[config.mk]
export PLATFORM = sky130hd
export DESIGN_NAME = uart_rx_fifo_flat
export DESIGN_NICKNAME = d
export VERILOG_FILES = /design/src/rtl/uart_rx_fifo_if.sv /design/src/rtl/uart_rx_fifo.sv /design/src/flat_wrapper.sv
export SDC_FILE = /design/constraint.sdc
export NUM_CORES = 1
export LEC_CHECK = 0
export CORE_MARGIN = 2
export CORE_UTILIZATION = 40
export CTS_BUF_LIST = sky130_fd_sc_hd__clkbuf_16
export CTS_CLUSTER_DIAMETER = 40
export DETAILED_ROUTE_END_ITERATION = 12
export GPL_TIMING_DRIVEN = 0
export PLACE_DENSITY = 0.58
export SETUP_SLACK_MARGIN = 0.1
export SLEW_MARGIN = 20
export SYNTH_ARGS = -nofsm -noshare
export SYNTH_HDL_FRONTEND = slang
export SYNTH_SLANG_ARGS = --single-unit
[constraint.sdc]
create_clock -name i_clk -period 2.4 [get_ports i_clk]
set_input_delay 0.36 -clock i_clk [delete_from_list [all_inputs] [get_ports i_clk]]
set_output_delay 0.36 -clock i_clk [all_outputs]
set_load 0.1 [all_outputs]
[src/rtl/uart_rx_fifo_if.sv]
// uart_rx_fifo_if -- bundle between a UART receiver/consumer pair and the
// receive FIFO.
//   master : the environment (receiver + consumer); drives the i_* signals
//   slave  : the FIFO; drives the o_* signals
// Signals
//   i_dv            byte-valid level from the receiver (rising edge = new byte)
//   i_rx_byte       received byte, stable while i_dv is high
//   i_rx_error      framing-error level from the receiver
//   i_rd_en         pop request from the consumer
//   i_clr_flags     clear overflow flag and framing-error counter
//   o_rd_data       head entry (first-word-fall-through)
//   o_empty/o_full  occupancy flags
//   o_count         occupancy 0..DEPTH
//   o_overflow      sticky: a byte was dropped
//   o_frame_err_cnt saturating framing-error event count
interface uart_rx_fifo_if #(
  parameter int DEPTH = 16,
  parameter int WIDTH = 8
);
  logic                     i_dv;
  logic [WIDTH-1:0]         i_rx_byte;
  logic                     i_rx_error;
  logic                     i_rd_en;
  logic                     i_clr_flags;
  logic [WIDTH-1:0]         o_rd_data;
  logic                     o_empty;
  logic                     o_full;
  logic [$clog2(DEPTH):0]   o_count;
  logic                     o_overflow;
  logic [7:0]               o_frame_err_cnt;

  modport master (
    output i_dv, i_rx_byte, i_rx_error, i_rd_en, i_clr_flags,
    input  o_rd_data, o_empty, o_full, o_count, o_overflow, o_frame_err_cnt
  );

  modport slave (
    input  i_dv, i_rx_byte, i_rx_error, i_rd_en, i_clr_flags,
    output o_rd_data, o_empty, o_full, o_count, o_overflow, o_frame_err_cnt
  );
endinterface

[src/rtl/uart_rx_fifo.sv]
// uart_rx_fifo -- receive FIFO behind a UART receiver.
// Captures one byte per rising edge of i_dv, presents the head entry
// first-word-fall-through, flags dropped bytes (sticky overflow) and counts
// framing-error events (saturating at 255).
// Ports
//   i_clk  single clock, rising edge
//   i_rst  asynchronous active-high reset
//   bus    uart_rx_fifo_if slave modport (see interface header)
module uart_rx_fifo #(
  parameter int DEPTH = 16,
  parameter int WIDTH = 8
) (
  input  logic          i_clk,
  input  logic          i_rst,
  uart_rx_fifo_if.slave bus
);

  localparam int            AW       = $clog2(DEPTH);
  localparam logic [AW:0]   FULL_CNT = DEPTH[AW:0];

  logic [WIDTH-1:0] mem [DEPTH];

  logic          dv_prev_q,  err_prev_q;
  logic [AW-1:0] wr_ptr_q,   wr_ptr_d;
  logic [AW-1:0] rd_ptr_q,   rd_ptr_d;
  logic [AW:0]   count_q,    count_d;
  logic          empty_q,    empty_d;
  logic          full_q,     full_d;
  logic          ovf_q,      ovf_d;
  logic [7:0]    ferr_cnt_q, ferr_cnt_d;

  logic wr_evt, err_evt, pop, push, drop;

  always_comb begin
    wr_evt  = bus.i_dv & ~dv_prev_q;
    err_evt = bus.i_rx_error & ~err_prev_q;
    pop     = bus.i_rd_en & ~empty_q;
    // A pop in the same cycle frees the slot, so a full FIFO still accepts.
    push    = wr_evt & (~full_q | pop);
    drop    = wr_evt & full_q & ~pop;

    wr_ptr_d = push ? wr_ptr_q + 1'b1 : wr_ptr_q;
    rd_ptr_d = pop  ? rd_ptr_q + 1'b1 : rd_ptr_q;

    count_d = count_q;
    if (push && !pop) begin
      count_d = count_q + 1'b1;
    end else if (pop && !push) begin
      count_d = count_q - 1'b1;
    end
    empty_d = (count_d == '0);
    full_d  = (count_d == FULL_CNT);

    // Clear first, then let a same-cycle event re-arm the flag/counter.
    ovf_d      = bus.i_clr_flags ? 1'b0 : ovf_q;
    ferr_cnt_d = bus.i_clr_flags ? '0   : ferr_cnt_q;
    if (drop) begin
      ovf_d = 1'b1;
    end
    if (err_evt && ferr_cnt_d != 8'hFF) begin
      ferr_cnt_d = ferr_cnt_d + 1'b1;
    end
  end

  always_ff @(posedge i_clk or posedge i_rst) begin
    if (i_rst) begin
      // Edge detectors start high so levels already high at release are ignored.
      dv_prev_q  <= 1'b1;
      err_prev_q <= 1'b1;
      wr_ptr_q   <= '0;
      rd_ptr_q   <= '0;
      count_q    <= '0;
      empty_q    <= 1'b1;
      full_q     <= 1'b0;
      ovf_q      <= 1'b0;
      ferr_cnt_q <= '0;
    end else begin
      dv_prev_q  <= bus.i_dv;
      err_prev_q <= bus.i_rx_error;
      wr_ptr_q   <= wr_ptr_d;
      rd_ptr_q   <= rd_ptr_d;
      count_q    <= count_d;
      empty_q    <= empty_d;
      full_q     <= full_d;
      ovf_q      <= ovf_d;
      ferr_cnt_q <= ferr_cnt_d;
    end
  end

  always_ff @(posedge i_clk) begin
    if (push) begin
      mem[wr_ptr_q] <= bus.i_rx_byte;
    end
  end

  assign bus.o_rd_data       = mem[rd_ptr_q];
  assign bus.o_empty         = empty_q;
  assign bus.o_full          = full_q;
  assign bus.o_count         = count_q;
  assign bus.o_overflow      = ovf_q;
  assign bus.o_frame_err_cnt = ferr_cnt_q;

endmodule

[src/flat_wrapper.sv]
// flat-port wrapper written by rule: the top's interface ports become plain ports
module uart_rx_fifo_flat 
#(
  parameter int DEPTH = 16,
  parameter int WIDTH = 8
)
  (i_clk, i_rst, bus_i_dv, bus_i_rx_byte, bus_i_rx_error, bus_i_rd_en, bus_i_clr_flags, bus_o_rd_data, bus_o_empty, bus_o_full, bus_o_count, bus_o_overflow, bus_o_frame_err_cnt);
  uart_rx_fifo_if #(.DEPTH(DEPTH), .WIDTH(WIDTH)) bus_i ();
  input  logic i_clk;
  input  logic i_rst;
  input wire logic [$bits(bus_i.i_dv)-1:0] bus_i_dv;
  input wire logic [$bits(bus_i.i_rx_byte)-1:0] bus_i_rx_byte;
  input wire logic [$bits(bus_i.i_rx_error)-1:0] bus_i_rx_error;
  input wire logic [$bits(bus_i.i_rd_en)-1:0] bus_i_rd_en;
  input wire logic [$bits(bus_i.i_clr_flags)-1:0] bus_i_clr_flags;
  output wire logic [$bits(bus_i.o_rd_data)-1:0] bus_o_rd_data;
  output wire logic [$bits(bus_i.o_empty)-1:0] bus_o_empty;
  output wire logic [$bits(bus_i.o_full)-1:0] bus_o_full;
  output wire logic [$bits(bus_i.o_count)-1:0] bus_o_count;
  output wire logic [$bits(bus_i.o_overflow)-1:0] bus_o_overflow;
  output wire logic [$bits(bus_i.o_frame_err_cnt)-1:0] bus_o_frame_err_cnt;
  assign bus_i.i_dv = bus_i_dv;
  assign bus_i.i_rx_byte = bus_i_rx_byte;
  assign bus_i.i_rx_error = bus_i_rx_error;
  assign bus_i.i_rd_en = bus_i_rd_en;
  assign bus_i.i_clr_flags = bus_i_clr_flags;
  assign bus_o_rd_data = bus_i.o_rd_data;
  assign bus_o_empty = bus_i.o_empty;
  assign bus_o_full = bus_i.o_full;
  assign bus_o_count = bus_i.o_count;
  assign bus_o_overflow = bus_i.o_overflow;
  assign bus_o_frame_err_cnt = bus_i.o_frame_err_cnt;
  uart_rx_fifo #(.DEPTH(DEPTH), .WIDTH(WIDTH)) u_core (.i_clk(i_clk), .i_rst(i_rst), .bus(bus_i));
endmodule
; ---- Word-level counts from Yosys, hierarchy flattened
; Memory sizes are Yosys's and may differ from the RTL's.
; Cells that the tools add are included.
[op_classes]
order_cmp = 0
n_div = 0
n_eq_ne = 2
add_sub_neg = 5
multipliers = 0
n_shift = 0
n_mux = 8
bitwise_logic = 12
reduce_logical = 7
[op_table]
columns = operator, n
row1 = $mux W8, 2
row2 = $mux W5, 2
row3 = $add A4 B1 Y4 const B, 2
row4 = $add A8 B1 Y8 const B, 1
row5 = $ne A8 B8 Y1 const B, 1
row6 = $and A1 B1 Y1, 6
row7 = $add A5 B1 Y5 const B, 1
row8 = $eq A5 B5 Y1 const B, 1
row9 = $logic_not A5 Y1, 1
row10 = $not A1 Y1, 5
row11 = $sub A5 B1 Y5 const B, 1
row12 = $mux W1, 4
row13 = $logic_and A1 B1 Y1, 3
row14 = $logic_not A1 Y1, 2
row15 = $reduce_bool A2 Y1, 1
row16 = $or A1 B1 Y1, 1
[totals]
latch_bits = 0
ram_bits = 128
in_bits = 14
rom_bits = 0
reg_bits = 26
out_inout_bits = 24
n_memories = 1
[mem_list]
columns = name, depth, word_bits, rd, rd_clocked_by_memory_dff, wr, line
row1 = u_core.mem, 16, 8, 1, 0, 1, uart_rx_fifo.sv:21  ; logic [WIDTH-1:0] mem [DEPTH];

; ---- Logic depth before layout (Yosys ltp)
; Gate-level depths: netlist (run 1).
[depth]
word_depth = 9
depth_mapped = 8

; ---- Worst setup path before layout (run 1)
; No wires, ideal clock.
[synth_timing]
kind = flip-flop to flip-flop
from = register u_core.count_q[0], in the netlist u_core.bus.o_count[0]
to = register u_core.full_q, in the netlist u_core.bus.o_full
setup_ns = 0.096
path_stages_with_launch = 7
setup_slack_ns = 0.109
arrival_time_ns = 2.195
path_cell_list = dfrtp_1 > ha_1 > nand4b_1 > or3_1 > o31ai_1 > xor2_1 > nor4b_2
[synth_between]
elab_chain_len = 4
[synth_rtl]
columns = item, line
row1 = from (decl), uart_rx_fifo.sv:26  ; logic [AW:0] count_q, count_d;
row2 = from (signal assigned), uart_rx_fifo.sv:82  ; count_q <= count_d;
row3 = $sub A5 B1 Y5, uart_rx_fifo.sv:49  ; count_d = count_q - 1'b1;
row4 = $mux W5, uart_rx_fifo.sv:48  ; end else if (pop && !push) begin
row5 = $mux W5 (*), uart_rx_fifo.sv:46  ; if (push && !pop) begin
row6 = net u_core.count_d[4], uart_rx_fifo.sv:26
row7 = $eq A5 B5 Y1 (*), uart_rx_fifo.sv:52  ; full_d = (count_d == FULL_CNT);
row8 = net u_core.full_d, uart_rx_fifo.sv:28  ; logic full_q, full_d;
row9 = to (signal assigned), uart_rx_fifo.sv:84  ; full_q <= full_d;
row10 = to (decl), uart_rx_fifo.sv:28
; Mark *: on every way through the listed nets, which the timed path passes. The rest lies on a longest branch.
; A chain may end at the register's enable or synchronous reset.

; ---- Final worst setup path (run 1)
[layout_timing]
from = register u_core.rd_ptr_q[0]
to = output bus_o_rd_data[0]
[layout_between]
elab_chain_len = 1
[layout_rtl]
columns = item, line
row1 = from (decl), uart_rx_fifo.sv:25  ; logic [AW-1:0] rd_ptr_q, rd_ptr_d;
row2 = from (signal assigned), uart_rx_fifo.sv:81  ; rd_ptr_q <= rd_ptr_d;
row3 = $mem_v2 Z16 W8, n/a
row4 = to (decl), flat_wrapper.sv:16  ; output wire logic [$bits(bus_i.o_rd_data)-1:0] bus_o_rd_data;
; No other way between the ends.

==> results of run 1 <==
-- stage by stage --
| step | cells | worst slack (ns) | hold WS, ns |
|---|---|---|---|
| final | 609 | -0.343 | 0.233 |
| after global routing | 609 | -0.401 | 0.241 |
| after CTS | 607 | -0.365 | 0.219 |
| after detailed placement | 574 | -1.15 | 0.508 |
| after global placement | 574 | -1.17 | 0.493 |
| after floorplan | 322 | 0.109 | 0.364 |
-- cells in the final DEF, fill, tap and decap left out, types with 6 or more instances in the layout --
cell	count
sky130_fd_sc_hd__edfxtp_1	128
sky130_fd_sc_hd__dfrtp_1	23
sky130_fd_sc_hd__clkdlybuf4s50_1	12
sky130_fd_sc_hd__nand2_1	9
sky130_fd_sc_hd__xnor2_1	12
sky130_fd_sc_hd__clkbuf_16	17
sky130_fd_sc_hd__and2_1	9
sky130_fd_sc_hd__nor2_1	7
sky130_fd_sc_hd__mux4_1	11
sky130_fd_sc_hd__mux4_2	29
sky130_fd_sc_hd__ha_1	8
sky130_fd_sc_hd__buf_12	7
sky130_fd_sc_hd__dlygate4sd2_1	13
sky130_fd_sc_hd__o21ai_0	6
-- logic make-up after synthesis --
| kind of cell | Yosys count | share of synthesized area, % |
|---|---|---|
| DFF | 154 | 70.5 |
| and+or+nand+nor | 67 | 6.33 |
| muxes | 42 | 16.2 |
| buffers and inverters | 21 | 1.94 |
| xor gates and xnor gates | 16 | 2.20 |
| AOI/OAI and AO/OA | 14 | 1.29 |
| adders and majority gates | 8 | 1.57 |
-- layout make-up --
class	count	area share, %
tap	216	3.55
inverter	6	0.296
multi-input combinational	147	22.3
buffer	15	1.81
clock buffer	17	5.59
sequential	154	59.1
clock inverter	15	1.86
timing repair buffer	39	5.55
-- state kept, by name (all words and copies together), names as in the netlist --
| name | cells |
|---|---|
| u_core.bus.o_count | 5 |
| u_core.dv_prev_q | 1 |
| u_core.wr_ptr_q | 4 |
| u_core.mem | 128 |
| u_core.bus.o_overflow | 1 |
| u_core.rd_ptr_q | 4 |
| u_core.bus.o_empty | 1 |
| u_core.err_prev_q | 1 |
| u_core.bus.o_full | 1 |
| u_core.bus.o_frame_err_cnt | 8 |
-- routing by layer --
layer / vias up / share of wire [%] / GRT usage, %
li1: 1412 / - / -
met1: 1643 / 47 / 22.0
met2: 61 / 48 / 23.9
met3: 8 / 3.4 / 3.49
met4: 0 / 0.88 / 6.01
met5: - / 0 / 0
-- worst max-delay path: cells and delay by family, from the launching register on --
| family | cells | cell delay [ns] |
|---|---|---|
| flip-flops | 1 | 0.37 |
| multiplexers | 2 | 1.09 |
| buffers and inverters | 3 | 0.49 |
-- worst max-delay path by stage --
stage                                startpoint  slack [ns]           endpoint  cells past startpoint
after floorplan           u_core.bus.o_count[0]        0.11  u_core.bus.o_full                      6
after global placement       u_core.rd_ptr_q[1]       -1.17   bus_o_rd_data[3]                      5
after detailed placement     u_core.rd_ptr_q[1]       -1.15   bus_o_rd_data[4]                      5
after CTS                    u_core.rd_ptr_q[0]       -0.37   bus_o_rd_data[7]                      5
after global routing         u_core.rd_ptr_q[0]       -0.40   bus_o_rd_data[0]                      5
final                        u_core.rd_ptr_q[0]       -0.34   bus_o_rd_data[0]                      5
-- what timing repair did --
item / CTS / global route
buffers inserted: 1 / 2
setup endpoints to repair: 40 / 27
gates cloned: 0 / 0
gates resized for setup: 95 / 25
hold buffers: 0 / 0
-- power by group --
group,internal (mW),switching [mW],total [mW]
Combinational,1.53,2.55,4.08
Clock,1.44,1.08,2.53
Sequential,3.15,0.154,3.30
==> implementation parameters, run 1 <==
Parameter                              Value

Clocking
  CTS buffer count ... 17
  Number of clock sinks ... approximately 150
  H-tree lvl count ... 4
  Root Driver ... sky130_fd_sc_hd__clkbuf_16
  Clock transition at the registers of the reported paths ... 0.06 ns
  Clk buf depth ... 2
  Clock tree from TritonCTS ... yes
  Clock network latency to the later pin of the worst-skew pair ... 0.42 ns

Finish
  Area growth syn-to-layout ... 19.3%
  Post-route cell area ... 7610 sq um
  Final core area utilization ... 48.5%
  Layout Nets ... 402
  Area occupied by registers ... 4500 sq um
  Fill count ... about 1,300
  # diodes ... 0
  Share of cells above drive strength 1 ... 24.2%
  Combined area of the multi-input logic cells ... 1700 sq um

Floorplan
  Die Outline Area ... 17,000 sq um
  Die height ... ~130 um
  Number of placed I/O pins ... 38
  Core outline area ... 15,700 sq um
  Starting utilization of the core area ... between 40% and 50%
  Row Count ... 46
  Horizontal extent of the die ... 130 um

Global routing
  Total routing usage reported by global routing ... 15.6%
  Initial antenna violation count ... 0
  Maximum number of pins on one net before global-route repair ... 27
  First-pass GRT wire length ... 18,600 um
  Via count of the first global-routing pass ... 3,082
  Congestion Overflow GR ... 0

Pwr
  PwrDens ... roughly 1300 nW/um^2
  Worst IR Drop VDD ... 574 uV
  Leakage power total ... 2.70 nW
  Power after layout ... about 10 mW

Yosys
  Synth warnings ... 0
  Count of distinct cell types in the synthesized netlist ... 41
  Mapped Area ... 6380 sq um
  Average cell area after synthesis ... a little under 20 sq um
  Number of enable-type register cells in the synthesized netlist ... 128
  Top post-synthesis cells by area ... sky130_fd_sc_hd__edfxtp_1 (60%), sky130_fd_sc_hd__mux4_1 (12%), sky130_fd_sc_hd__dfrtp_1 (9.0%)
  Yosys top cell by area ... sky130_fd_sc_hd__edfxtp_1
  Synthesis-stage register bit count ... 154
  Gate count of the mapped netlist ... between 300 and 400
  Top FF cell, synth ... sky130_fd_sc_hd__edfxtp_1
  Area fraction of the dominant cell type after synthesis ... 60.2%
  Post-Syn Nets ... 344
  Synth cell count leaders ... sky130_fd_sc_hd__edfxtp_1 (128), sky130_fd_sc_hd__mux4_1 (30), sky130_fd_sc_hd__dfrtp_1 (23)
  Most common cell in the synthesized netlist ... sky130_fd_sc_hd__edfxtp_1
  Async S/R FF share, synth ... 16.9%
  Sequential share of the synthesized area ... 70.5%

Routing
  Post-Route WL ... 12,300 um
  Routed length per instance ... 20.2 um
  Count of TritonRoute iterations in the first routing pass ... 7
  Number of vias per cell after detailed routing ... 5.13
  DRT antenna net count ... 0
  Starting DRC count in detailed routing ... 185
  Via count ... between 3,000 and 4,000
  Number of remaining DRC errors ... 0

Outcome
  Status ... complete, but fails checks
  Violations in the final reports ... setup timing

Worst setup path
  Critical path fanouts, max ... 9
  Critical Path RT ... 2.04 ns
  Worst reg2reg path startpoint ... u_core.bus.o_empty
  Reg-to-reg slack, setup ... approximately 0.32 ns
  Launching element type of the critical path ... flop
  Register-to-Register Path Depth ... 4
  Crit. End Element ... primary output
  Cell breakdown of the critical path ... buf_6 -> buf_12 -> mux4_2 -> mux4_2 -> buf_12
  Capturing point of the worst reg2reg path ... u_core.mem[3][3]
  Arrival time of the worst setup path ... 2.38 ns
  Setup Crit Path Kind ... flop to primary output
  Slowest-stage cell, CP ... sky130_fd_sc_hd__mux4_2
  Max incr delay on CP ... approximately 0.55 ns

Place
  Routability Congestion ... between 0.7 and 0.8
  Post-detail-place hpwl ... just under 8000 um
  I/O Buffers ... 36
  Placed standard-cell area ... 7010 sq um

Min path
  Hold Path End ... u_core.bus.o_frame_err_cnt[4]
  Hold Path Cell Cnt ... 2
  Worst Hold Class ... input port to flop
  Startpoint of the tightest hold check path ... bus_i_clr_flags

STA
  Maximum clock rate ... 365 MHz
  Time the worst path needs with I/O delays and setup ... 2.74 ns
  Ratio of final minimum period to clock period ... 114%
  Unrepaired setup endpoints after global routing ... yes
  Aggregate negative setup slack ... -2.58 ns
  Total count of hold-check failures in the final report ... 0
  Slew @ Worst Pin ... 0.968 ns
  Max transition margin ... 35.3%
  Final count of pins violating max slew ... 0
  Count of final setup violators ... 8
  Worst-case clock skew ... 0.00712 ns
  Post-layout worst setup margin ... -0.343 ns

Job
  Max-cap violations ... 0
No activity file was read; power rests on OpenSTA's default activity.
==> inputs of run 2 (changes only) <==
Settings changed: PLACE_DENSITY 0.58 to 0.61.
Clock period 2.4 ns to 2.25 ns, I/O delays scaled along.
==> run 2 against run 1 <==
Compared with the run above: the run still ends with setup timing left; first-iteration DRC count grew 24%; sequential share of layout area increased by 0.15 points; cell count is 0.16% lower; final area shrank 0.16%; total power up 6.0%; clock power grew 5%; flip-flop and latch count is the same; clock-buffer cell count is the same; critical path depth stayed put; utilization fell by 0.080 points; register-to-register slack got worse by 0.04 ns; critical path type unchanged.
==> implementation parameters, run 2 (synthesis results as in run 1) <==
Parameter                              Value

STA
  Count of final setup violators ... 8
  Slew @ Worst Pin ... around 0.97 ns
  Maximum clock rate ... 367 MHz
  Unrepaired setup endpoints after global routing ... yes
  Time the worst path needs with I/O delays and setup ... 2.73 ns
  Worst-case clock skew ... 0.00767 ns
  Final count of pins violating max slew ... 0
  Max transition margin ... 35.9%
  Post-layout worst setup margin ... -0.477 ns
  Total count of hold-check failures in the final report ... 0
  Ratio of final minimum period to clock period ... 121%

Floorplan
  Die height ... 130 um
  Die Outline Area ... 17,000 sq um
  Row Count ... 46
  Starting utilization of the core area ... about two fifths
  Core outline area ... 15,700 sq um
  Number of placed I/O pins ... 38
  Horizontal extent of the die ... 130 um

Worst setup path
  Critical Path RT ... 1.91 ns
  Arrival time of the worst setup path ... 2.39 ns
  Launching element type of the critical path ... flop
  Kind of cell adding the most delay to the critical path ... multiplexers
  Reg-to-reg slack, setup ... around 0.28 ns
  Dominant cell type by count on the critical path ... sky130_fd_sc_hd__mux4_2
  Slowest-stage cell, CP ... sky130_fd_sc_hd__mux4_2
  Buffer and inverter count on the worst path ... 3
  Crit. End Element ... primary output
  Setup Crit Path Kind ... flop to primary output
  Max incr delay on CP ... 0.55 ns
  Critical path fanouts, max ... 9
  Cell breakdown of the critical path ... buf_6 -> buf_12 -> mux4_2 -> mux4_2 -> buf_8

Routing
  Number of vias per cell after detailed routing ... 5.10
  Post-Route WL ... 12,100 um
  DRT antenna net count ... 0
  Routed length per instance ... 19.9 um
  Number of remaining DRC errors ... 0
  Via count ... 3,100
  Count of TritonRoute iterations in the first routing pass ... 5
  Starting DRC count in detailed routing ... 230

Clocking
  Number of clock sinks ... 154
  Clock transition at the registers of the reported paths ... 0.06 ns
  Clock tree from TritonCTS ... yes
  H-tree lvl count ... 4
  CTS buffer count ... 17
  Clk buf depth ... 2
  Root Driver ... sky130_fd_sc_hd__clkbuf_16
  Clock network latency to the later pin of the worst-skew pair ... ~0.42 ns

Finish
  Commonest non-fill, non-tap cells in the layout ... sky130_fd_sc_hd__edfxtp_1 (128), sky130_fd_sc_hd__mux4_2 (28), sky130_fd_sc_hd__dfrtp_1 (20), sky130_fd_sc_hd__clkbuf_16 (17), sky130_fd_sc_hd__dlygate4sd2_1 (15)
  Area growth syn-to-layout ... 19.1%
  Flip-flop count of the largest register, all copies and words added ... 128
  Most flops, register ... u_core.mem
  # diodes ... 0
  Commonest non-fill, non-tap cell in the layout ... sky130_fd_sc_hd__edfxtp_1
  Post-route cell area ... 7600 sq um
  Fill count ... around 1,300
  Final core area utilization ... between 40% and 50%
  Layout Nets ... 402
  Share of cells above drive strength 1 ... 25.0%

Place
  I/O Buffers ... 36
  Placed standard-cell area ... 7030 sq um
  Routability Congestion ... around 0.75
  Worst Setup Slack post-DPL ... -1.01 ns
  Post-detail-place hpwl ... around 7800 um

Global routing
  Total routing usage reported by global routing ... 15.5%
  GR met3 Demand/Resource ... 4.02%
  Congestion Overflow GR ... 0
  Initial antenna violation count ... 0
  Maximum number of pins on one net before global-route repair ... 27
  Met1 layer usage reported by global route ... 20.9%
  Peak-usage layer in the global routing report ... met2
  Via count of the first global-routing pass ... ~3,300
  Met2 GRT Util ... 24.6%
  First-pass GRT wire length ... 18,800 um

Pwr
  Power after layout ... 10.5 mW
  Leakage power total ... about 2.7 nW
  PwrDens ... 1380 nW/um^2
  Worst IR Drop VDD ... 660 uV

Min path
  Worst Hold Class ... input port to flop

Outcome
  Status ... complete, but fails checks
  Violations in the final reports ... setup timing

Job
  Max-cap violations ... 0
run 2: cell types whose count changed in the layout (fill, tap and decap cells not counted), moves of 3 or more:
cell                             change
sky130_fd_sc_hd__dlymetal6s2s_1      -3
sky130_fd_sc_hd__and2_1              -4
sky130_fd_sc_hd__dfrtp_2             +3
sky130_fd_sc_hd__clkinv_2            -3
sky130_fd_sc_hd__buf_6               -3
sky130_fd_sc_hd__buf_8               +5
sky130_fd_sc_hd__dfrtp_1             -3
sky130_fd_sc_hd__and2_4              +4
run 2: what timing repair did:
item | in CTS | in global routing
resized for setup | 103 | 21
hold buffers | 0 | 0
setup endpoints to repair | 56 | 105
buffers inserted | 2 | 1
run 2: metal layers:
layer,vias to the layer above,part of all wire (%),routed length (um)
li1,1411,-,-
met1,1620,46,5580
met2,54,49,5940
met3,15,3.3,398
met4,0,1.6,197
met5,-,0,0
run 2: worst reg2reg max path, cell delays in order, from the launching register on:
cell and delay [ns]:
sky130_fd_sc_hd__dfstp_2 0.36, sky130_fd_sc_hd__nand2b_1 0.15, sky130_fd_sc_hd__buf_6 0.14, sky130_fd_sc_hd__a21oi_1 0.19
sky130_fd_sc_hd__nor3b_1 0.40, sky130_fd_sc_hd__and2_2 0.40
run 2: path summary, 6_finish.rpt:
kind | depth (start not counted) | to | start
min in group asynchronous | 2 | u_core.bus.o_frame_err_cnt[6] | i_rst
worst min-delay path | 2 | u_core.bus.o_frame_err_cnt[7] | bus_i_clr_flags
worst max-delay path | 5 | bus_o_rd_data[7] | u_core.rd_ptr_q[0]
max in group asynchronous | 2 | u_core.bus.o_count[0] | i_rst
worst max register to register | 5 | u_core.mem[1][2] | u_core.dv_prev_q
worst min register to register | 1 | u_core.bus.o_count[4] | u_core.bus.o_count[4]
run 2: power breakdown:
group | internal, mW | switching [mW]
clock network | 1.52 | 1.13
logic | 1.63 | 2.71
registers | 3.36 | 0.162
total | 6.51 | 4.00
run 2: through the flow:
| stage | TNS [ns] | hold WS, ns | instances |
|---|---|---|---|
| 6_report | -3.73 | 0.230 | 608 |
| 2_1_floorplan | 0 | 0.342 | 322 |
| 4_1_cts | -3.96 | 0.217 | 607 |
| 3_3_place_gp | -34.07 | 0.493 | 574 |
| 5_1_grt | -4.19 | 0.230 | 608 |
| 3_5_place_dp | -42.33 | 0.505 | 574 |
run 2: area by class of cell:
class	instances	area, sq um	area share (%)
Multi-Input combinational cell	147	1710	22.5
Tap cell	216	270	3.56
Timing Repair Buffer	39	409	5.38
Clock inverter	14	125	1.65
Sequential cell	154	4500	59.2
Clock buffer	17	425	5.60
Inverter	6	22.5	0.296
Buffer	15	138	1.81
